`config.mk`:
```
export PLATFORM = sky130hd
export DESIGN_NAME = bootrom_patch
export DESIGN_NICKNAME = d
export VERILOG_FILES = /design/src/rtl/bootrom_patch.sv
export SDC_FILE = /design/constraint.sdc
export NUM_CORES = 1
export LEC_CHECK = 0
export CORE_UTILIZATION = 55
export CTS_CLUSTER_SIZE = 25
export DETAILED_ROUTE_END_ITERATION = 10
export GPL_TIMING_DRIVEN = 0
export HOLD_SLACK_MARGIN = 0.05
export PLACE_DENSITY = 0.79
export SLEW_MARGIN = 10
export SYNTH_ARGS = -nofsm -noshare
export SYNTH_HDL_FRONTEND = slang
export SYNTH_SLANG_ARGS = --single-unit
```
`constraint.sdc`:
```
create_clock -name clk -period 7.3 [get_ports clk]
set_clock_uncertainty 0.2 [all_clocks]
set_input_delay 1.46 -clock clk [delete_from_list [all_inputs] [get_ports clk]]
set_output_delay 1.46 -clock clk [all_outputs]
set_load 0.01 [all_outputs]
```
`src/rtl/bootrom_patch.sv`:
```
// Boot ROM with writable patch slots at the top of the map and a post-reset checksum scan.
// Optional BOOTROM_LOCK_EN adds a lock input that freezes the patch slots until reset.
module bootrom_patch #(
  parameter int unsigned DATA_W  = 16,
  parameter int unsigned DEPTH   = 8,
  parameter int unsigned PATCH_N = 1,
  parameter logic [DATA_W*DEPTH-1:0] ROM_INIT = {16'h0008, 16'h4000, 16'h6007, 16'hB007,
                                                 16'hF400, 16'hF800, 16'h4000, 16'hF200},
  localparam int unsigned AW = $clog2(DEPTH)
) (
  input  logic              clk,
  input  logic              rst_n,
  input  logic              cs,
  input  logic              we,
  input  logic [AW-1:0]     addr,
  input  logic [DATA_W-1:0] din,
  output logic [DATA_W-1:0] dout,
  output logic              rvalid,
  output logic              ready,
  output logic [DATA_W-1:0] csum,
  input  logic              rescan,
  output logic              werr,
  input  logic              clr_err
`ifdef BOOTROM_LOCK_EN
  ,
  input  logic              lock
`endif
);

  localparam int unsigned FIX_N = DEPTH - PATCH_N;

  typedef enum logic [1:0] {ST_IDLE, ST_SCAN, ST_READY} state_t;

  state_t            r_state;
  logic [AW-1:0]     r_idx;
  logic [DATA_W-1:0] r_acc;
  logic [DATA_W-1:0] r_csum;
  logic [DATA_W-1:0] r_dout;
  logic              r_rvalid;
  logic              r_ready;
  logic              r_werr;

  logic [DATA_W-1:0] w_mem [DEPTH];
  logic [31:0]       w_addr_ext;
  logic              w_in_range;
  logic              w_in_patch;
  logic              w_acc_en;
  logic              w_rd;
  logic              w_wr;
  logic              w_wr_ok;
  logic              w_wr_err;
  logic              w_locked;
  logic [DATA_W-1:0] w_scan_word;
  logic [DATA_W-1:0] w_rd_data;

  // Fixed words are wired straight from the image; patch slots are reset-loaded registers.
  for (genvar g = 0; g < DEPTH; g++) begin : g_word
    if (g < FIX_N) begin : g_fix
      assign w_mem[g] = ROM_INIT[g*DATA_W +: DATA_W];
    end else begin : g_patch
      logic [DATA_W-1:0] r_word;
      always_ff @(posedge clk or negedge rst_n) begin
        if (!rst_n) begin
          r_word <= ROM_INIT[g*DATA_W +: DATA_W];
        end else if (w_wr_ok && (w_addr_ext == 32'(g))) begin
          r_word <= din;
        end
      end
      assign w_mem[g] = r_word;
    end
  end

  assign w_addr_ext  = 32'(addr);
  assign w_in_range  = w_addr_ext < DEPTH;
  assign w_in_patch  = w_in_range && (w_addr_ext >= FIX_N);
  // A rescan request in READY takes priority over any same-cycle access.
  assign w_acc_en    = (r_state == ST_READY) && cs && !rescan;
  assign w_rd        = w_acc_en && !we;
  assign w_wr        = w_acc_en && we;
  assign w_wr_ok     = w_wr && w_in_patch && !w_locked;
  assign w_wr_err    = w_wr && !w_wr_ok;
  assign w_scan_word = w_mem[r_idx];
  assign w_rd_data   = w_in_range ? w_mem[addr] : '0;

`ifdef BOOTROM_LOCK_EN
  logic r_locked;
  always_ff @(posedge clk or negedge rst_n) begin
    if (!rst_n) begin
      r_locked <= 1'b0;
    end else if (r_ready && lock) begin
      r_locked <= 1'b1;
    end
  end
  assign w_locked = r_locked;
`else
  assign w_locked = 1'b0;
`endif

  // Scan FSM plus registered read port and sticky error flag.
  always_ff @(posedge clk or negedge rst_n) begin
    if (!rst_n) begin
      r_state  <= ST_IDLE;
      r_idx    <= '0;
      r_acc    <= '0;
      r_csum   <= '0;
      r_ready  <= 1'b0;
      r_dout   <= '0;
      r_rvalid <= 1'b0;
      r_werr   <= 1'b0;
    end else begin
      r_rvalid <= w_rd;
      if (w_rd) begin
        r_dout <= w_rd_data;
      end
      if (w_wr_err) begin
        r_werr <= 1'b1;
      end else if (clr_err) begin
        r_werr <= 1'b0;
      end
      case (r_state)
        ST_IDLE: begin
          r_state <= ST_SCAN;
          r_idx   <= '0;
          r_acc   <= '0;
        end
        ST_SCAN: begin
          r_acc <= r_acc + w_scan_word;
          r_idx <= r_idx + AW'(1);
          if (32'(r_idx) == DEPTH - 1) begin
            r_csum  <= r_acc + w_scan_word;
            r_ready <= 1'b1;
            r_state <= ST_READY;
          end
        end
        ST_READY: begin
          if (rescan) begin
            r_ready <= 1'b0;
            r_state <= ST_SCAN;
            r_idx   <= '0;
            r_acc   <= '0;
          end
        end
        default: r_state <= ST_IDLE;
      endcase
    end
  end

  assign dout   = r_dout;
  assign rvalid = r_rvalid;
  assign ready  = r_ready;
  assign csum   = r_csum;
  assign werr   = r_werr;

endmodule

```
# --- Yosys cells after proc, flatten, opt, wreduce, memory -nomap -nowiden ---
# Index checks and enable logic that the tools add are counted.
# W data, S select, Z words.
totals:
  reg_bits: 72
  latchBits: 0
  mem_bits_rw: 0
  mem_bits_ro: 0
  input_bits: 25
  out_inout_bits: 35
  memories: 0
classes:
  addsub: 2
  mul: 0
  div_mod_pow: 0
  order_cmp: 4
  eq_ne: 6
  shifts: 0
  muxes: 19
  n_bitwise: 2
  reduce_logical: 19
op_table:
  columns: ["op", "count"]
  rows:
  - ["$bmux W16 S3", 2]
  - ["$mux W16", 6]
  - ["$pmux W16 S3", 1]
  - ["$add A16 B16 Y16", 1]
  - ["$pmux W3 S3", 1]
  - ["$ge A4 B4 Y1 const B", 2]
  - ["$logic_and A1 B1 Y1", 8]
  - ["$not A3 Y4", 2]
  - ["$eq A3 B3 Y1 const B", 2]
  - ["$pmux W2 S3", 1]
  - ["$reduce_and A2 Y1", 3]
  - ["$lt A3 B4 Y1 const B", 1]
  - ["$mux W1", 4]
  - ["$mux W2", 2]
  - ["$ne A2 B2 Y1 const B", 2]
  - ["$reduce_bool A2 Y1", 2]
  - ["$add A3 B1 Y3 const B", 1]
  - ["$ge A3 B3 Y1 const B", 1]
  - ["$logic_not A1 Y1", 3]
  - ["$mux W3", 1]
  - ["$reduce_and A3 Y1", 1]
  - ["$reduce_bool A3 Y1", 1]
  - ["$eq A2 B1 Y1 const B", 1]
  - ["$eq A2 B2 Y1 const B", 1]
  - ["2 further kinds", 2]

# --- Depth between registers and ports, before layout ---
logic_depth:
  depth_word: 8
  mapped_depth: 13
  mapped_depth_nobuf: 11

# --- Worst setup path after synthesis ---
# Ideal clock, no wire load.
synth_timing:
  kind: "input-to-reg"
  startpoint: "input addr[0]"
  endpoint: "register g_word[7].g_patch.r_word[10]"
  setup_ns: 0.125
  arrival_time_ns: 2.744
  path_slack_ns: 4.232
  stages: 5
  cell_sequence: "and3_1 -> clkbuf_1 -> nand3_1 -> clkbuf_1 -> mux2_2"
synth_via:
  elab_chain_cells: 4
  word_cells_on_any_way: 6
synth_lines:
  columns: ["element", "line", "text"]
  rows:
  - ["from (decl)", "15", "input logic [AW-1:0] addr,"]
  - ["$lt A3 B4 Y1 or $ge A3 B3 Y1 (tied branches)", "74, 75", null]
  - ["$logic_and A1 B1 Y1", "75", "assign w_in_patch = w_in_range && (w_addr_ext >= FIX_N);"]
  - ["$logic_and A1 B1 Y1", "80", "assign w_wr_ok = w_wr && w_in_patch && !w_locked;"]
  - ["$logic_and A1 B1 Y1 *", "65", "end else if (w_wr_ok && (w_addr_ext == 32'(g))) begin"]
  - ["to (signal assigned)", "64", "r_word <= ROM_INIT[g*DATA_W +: DATA_W];"]
  - ["to (signal assigned)", "66", "r_word <= din;"]
  - ["to (decl)", "61", "logic [DATA_W-1:0] r_word;"]
# Every way passes the cells marked *; elsewhere a longest branch is shown, timed or not.
# A chain may end at the register's enable or synchronous reset.

# --- Worst setup path in the final report ---
layout_timing:
  startpoint: "input addr[0]"
  endpoint: "register g_word[7].g_patch.r_word[7]"
# Same word-level chain as after synthesis.

==> metrics <==
boundary pin count=60; RR Startpoint=r_idx[0]; post-synthesis cell type count=45; CTS tree=built; CTS Root Cell=clkbuf_8; worst hold slack=0.269 ns; final setup TNS=0 ns; Setup Viol. Count Final=0; post-detail-place hpwl=6410 microns; path depth of the worst reg2reg path=11; Core ar.=about 6500 sq um; Final min period=3.53 ns; Worst EP arrival=3.56 ns; Pwr Total=1.78 mW; flop2flop setup slack=~3.8 ns; Synth-to-Final Area Change=23.4%; total global routing overflow=0; top_reg_cell synth=dfrtp_1; Slew HR=45.6%; CTS sink count=around 70; CTS buffer count=9; clk buf depth=2; Tcrit/Tclk final=48.3%; Slew Viols, Final=0; Syn Inst Count=376; vias=3,018; nets@finish=~490; drt first pass iters=4; Initial Util=around three fifths; buffer count from post-CTS setup fixing=0; Residual DRC=0; vias in the first global route=3,003; Post-CTS Hold Buffers=0; Synthesized Nets=422; critical path startpoint category=input pin; post_cts resized=0; sequential area share after synthesis=47.3%; largest net degree at the start of global routing=53; register bit total from synthesis=around 70; die area=7270 sq um; Min-Delay Startpoint=dout[7]; gr usage total=between 20% and 30%; worst hold endpoint=dout[7]; initial antenna violation count=0; Post-synth EDFFs=0; hold depth=2; pwr dens=~380 nW/um^2; layout cell share with drive strength beyond 1=10.8%; ys async rst share=100%; first-pass GRT wire length=roughly 14,000 microns; status=finished, final reports clean; Setup CP Type=input pin to flop; Fin. Hold Viols=0; post-route ant nets=0; Worst Hold Class=flop to flop; routed vias/inst=5.71; drt total wl=8550 microns; die height=about 85 microns; input/output buffers=59; GPL Wtd Cong=approximately 0.90; Max FO, Critical Path=10; Reg clk slew, reported paths=0.07 ns; critical path required time=between 7 and 8 ns; RSZ-0062 raised after global routing=false; worst slew pin tran=around 0.81 ns; Max-Cap Viols=0; LEAKAGE=2.23 nW; Worst IR Drop VDD=approximately 0.27 mV; fmax=about 280 MHz; Iter 0 DRT Violations=158; chip width=85.2 microns; mapped cell area=3810 sq um; # rows=29; ANT cells=0; worst skew pair latency=0.34 ns; Routed WL per cell=16.2 microns; H-tree levels=3; Syn. warnings=0; Reg-to-Reg End=csum[14]; syn_area_per_cell=between 10 and 15 sq um; CP endpoint kind=flop
## cell type report
class,count,area [sq um]
clock buffers,12,135
flip-flops and latches,72,1800
multi-input cells,274,1900
well taps,77,96.3
fillers,495,1830
clock inverters,4,45.0
repair buffers,60,616
inverters,9,33.8
plain buffers,21,78.8
## worst max path at each step
stage	startpoint	end	slack [ns]
after global routing	r_idx[0]	csum[14]	3.55
after global placement	rst_n	dout[5]	2.17
after CTS	addr[0]	g_word[7].g_patch.r_word[10]	3.79
after detailed placement	addr[0]	g_word[7].g_patch.r_word[10]	3.43
after floorplan	addr[0]	g_word[7].g_patch.r_word[10]	4.23
final	addr[0]	g_word[7].g_patch.r_word[7]	3.77
## report_power, final
| group | leakage [nW] | internal, mW | switching, mW |
|---|---|---|---|
| Sequential | 0.945 | 0.511 | 0.0692 |
| Clock | 0.0941 | 0.157 | 0.141 |
| Combinational | 1.19 | 0.415 | 0.490 |
| Total | 2.23 | 1.08 | 0.701 |
## sequential cells by signal, indices dropped and copies added (netlist names)
register               cells
csum                      16
dout                      16
g_word.g_patch.r_word     16
r_acc                     16
r_idx                      3
r_state                    2
ready                      1
rvalid                     1
werr                       1
## cells in the final DEF, fill, tap and decap left out, types with 5 or more instances in the layout
| master | synthesis | final |
|---|---|---|
| clkbuf_1 | 20 | 23 |
| nand3_1 | 14 | 14 |
| ha_1 | 20 | 20 |
| dfrtp_1 | 71 | 71 |
| a21oi_1 | 20 | 20 |
| and2_1 | 6 | 6 |
| a22o_1 | 14 | 14 |
| nor2_1 | 9 | 9 |
| mux2_2 | 27 | 27 |
| inv_1 | 8 | 8 |
| o21ai_0 | 22 | 22 |
| xnor2_1 | 8 | 8 |
| a31oi_1 | 5 | 5 |
| a21o_1 | 8 | 8 |
| nand2_1 | 67 | 67 |
| xor2_1 | 5 | 5 |
| clkbuf_8 | 0 | 9 |
| clkdlybuf4s50_1 | 0 | 58 |
## logic make-up after synthesis
group | synth area share [%]
XOR/XNOR | 2.99
adder cells (fa/ha/maj) | 7.09
flip-flops | 47.3
AO/OA/AOI/OAI | 17.6
multiplexers | 8.24
buffers and inverters | 2.95
AND/OR/NAND/NOR | 13.8
## critical path: stages
cell	delay, ns
clkdlybuf4s50_1	0.51
and3_1	0.17
clkbuf_1	0.34
nand3_1	0.37
clkbuf_1	0.36
mux2_2	0.35
## metal layers
| layer | vias to the layer above | track usage, % | routed length (microns) |
|---|---|---|---|
| met4 | 0 | 7.09 | 125 |
| li1 | 1477 | - | - |
| met5 | - | 0 | 0 |
| met2 | 72 | 41.1 | 4140 |
| met3 | 15 | 6.61 | 423 |
| met1 | 1454 | 33.5 | 3860 |
## cells in the mapped netlist (2+ instances only)
library cell,instances,share of area [%]
and2_1,6,0.99
a22o_1,14,3.2
o21ai_0,22,2.9
nand3_1,14,1.8
o31ai_1,4,0.79
o21a_1,4,0.79
a31oi_1,5,0.82
a21boi_0,3,0.59
nor3_1,2,0.26
o21bai_1,3,0.59
o211ai_1,2,0.39
nor2_1,9,0.89
nor3b_1,2,0.39
xor2_1,5,1.1
xnor2_1,8,1.8
dfrtp_1,71,47
o2111ai_1,2,0.46
ha_1,20,6.6
nand4_1,3,0.49
mux2_2,27,8.0
inv_1,8,0.79
a21oi_1,20,2.6
and3_1,2,0.33
a21o_1,8,1.6
or4_1,2,0.39
clkbuf_1,20,2.0
nor2b_1,4,0.66
a211oi_1,3,0.59
nand2_1,67,6.6
## stage by stage
step	utilization, %	instance area, sq um	std cells	setup WS, ns
global placement	68.9	4500	512	2.17
global route	72.0	4700	529	3.55
detailed placement	69.3	4520	513	3.43
finish	72.0	4700	529	3.77
floorplan	-	3810	376	4.23
CTS	72.0	4700	529	3.79
(Power assumes the default switching activity.)
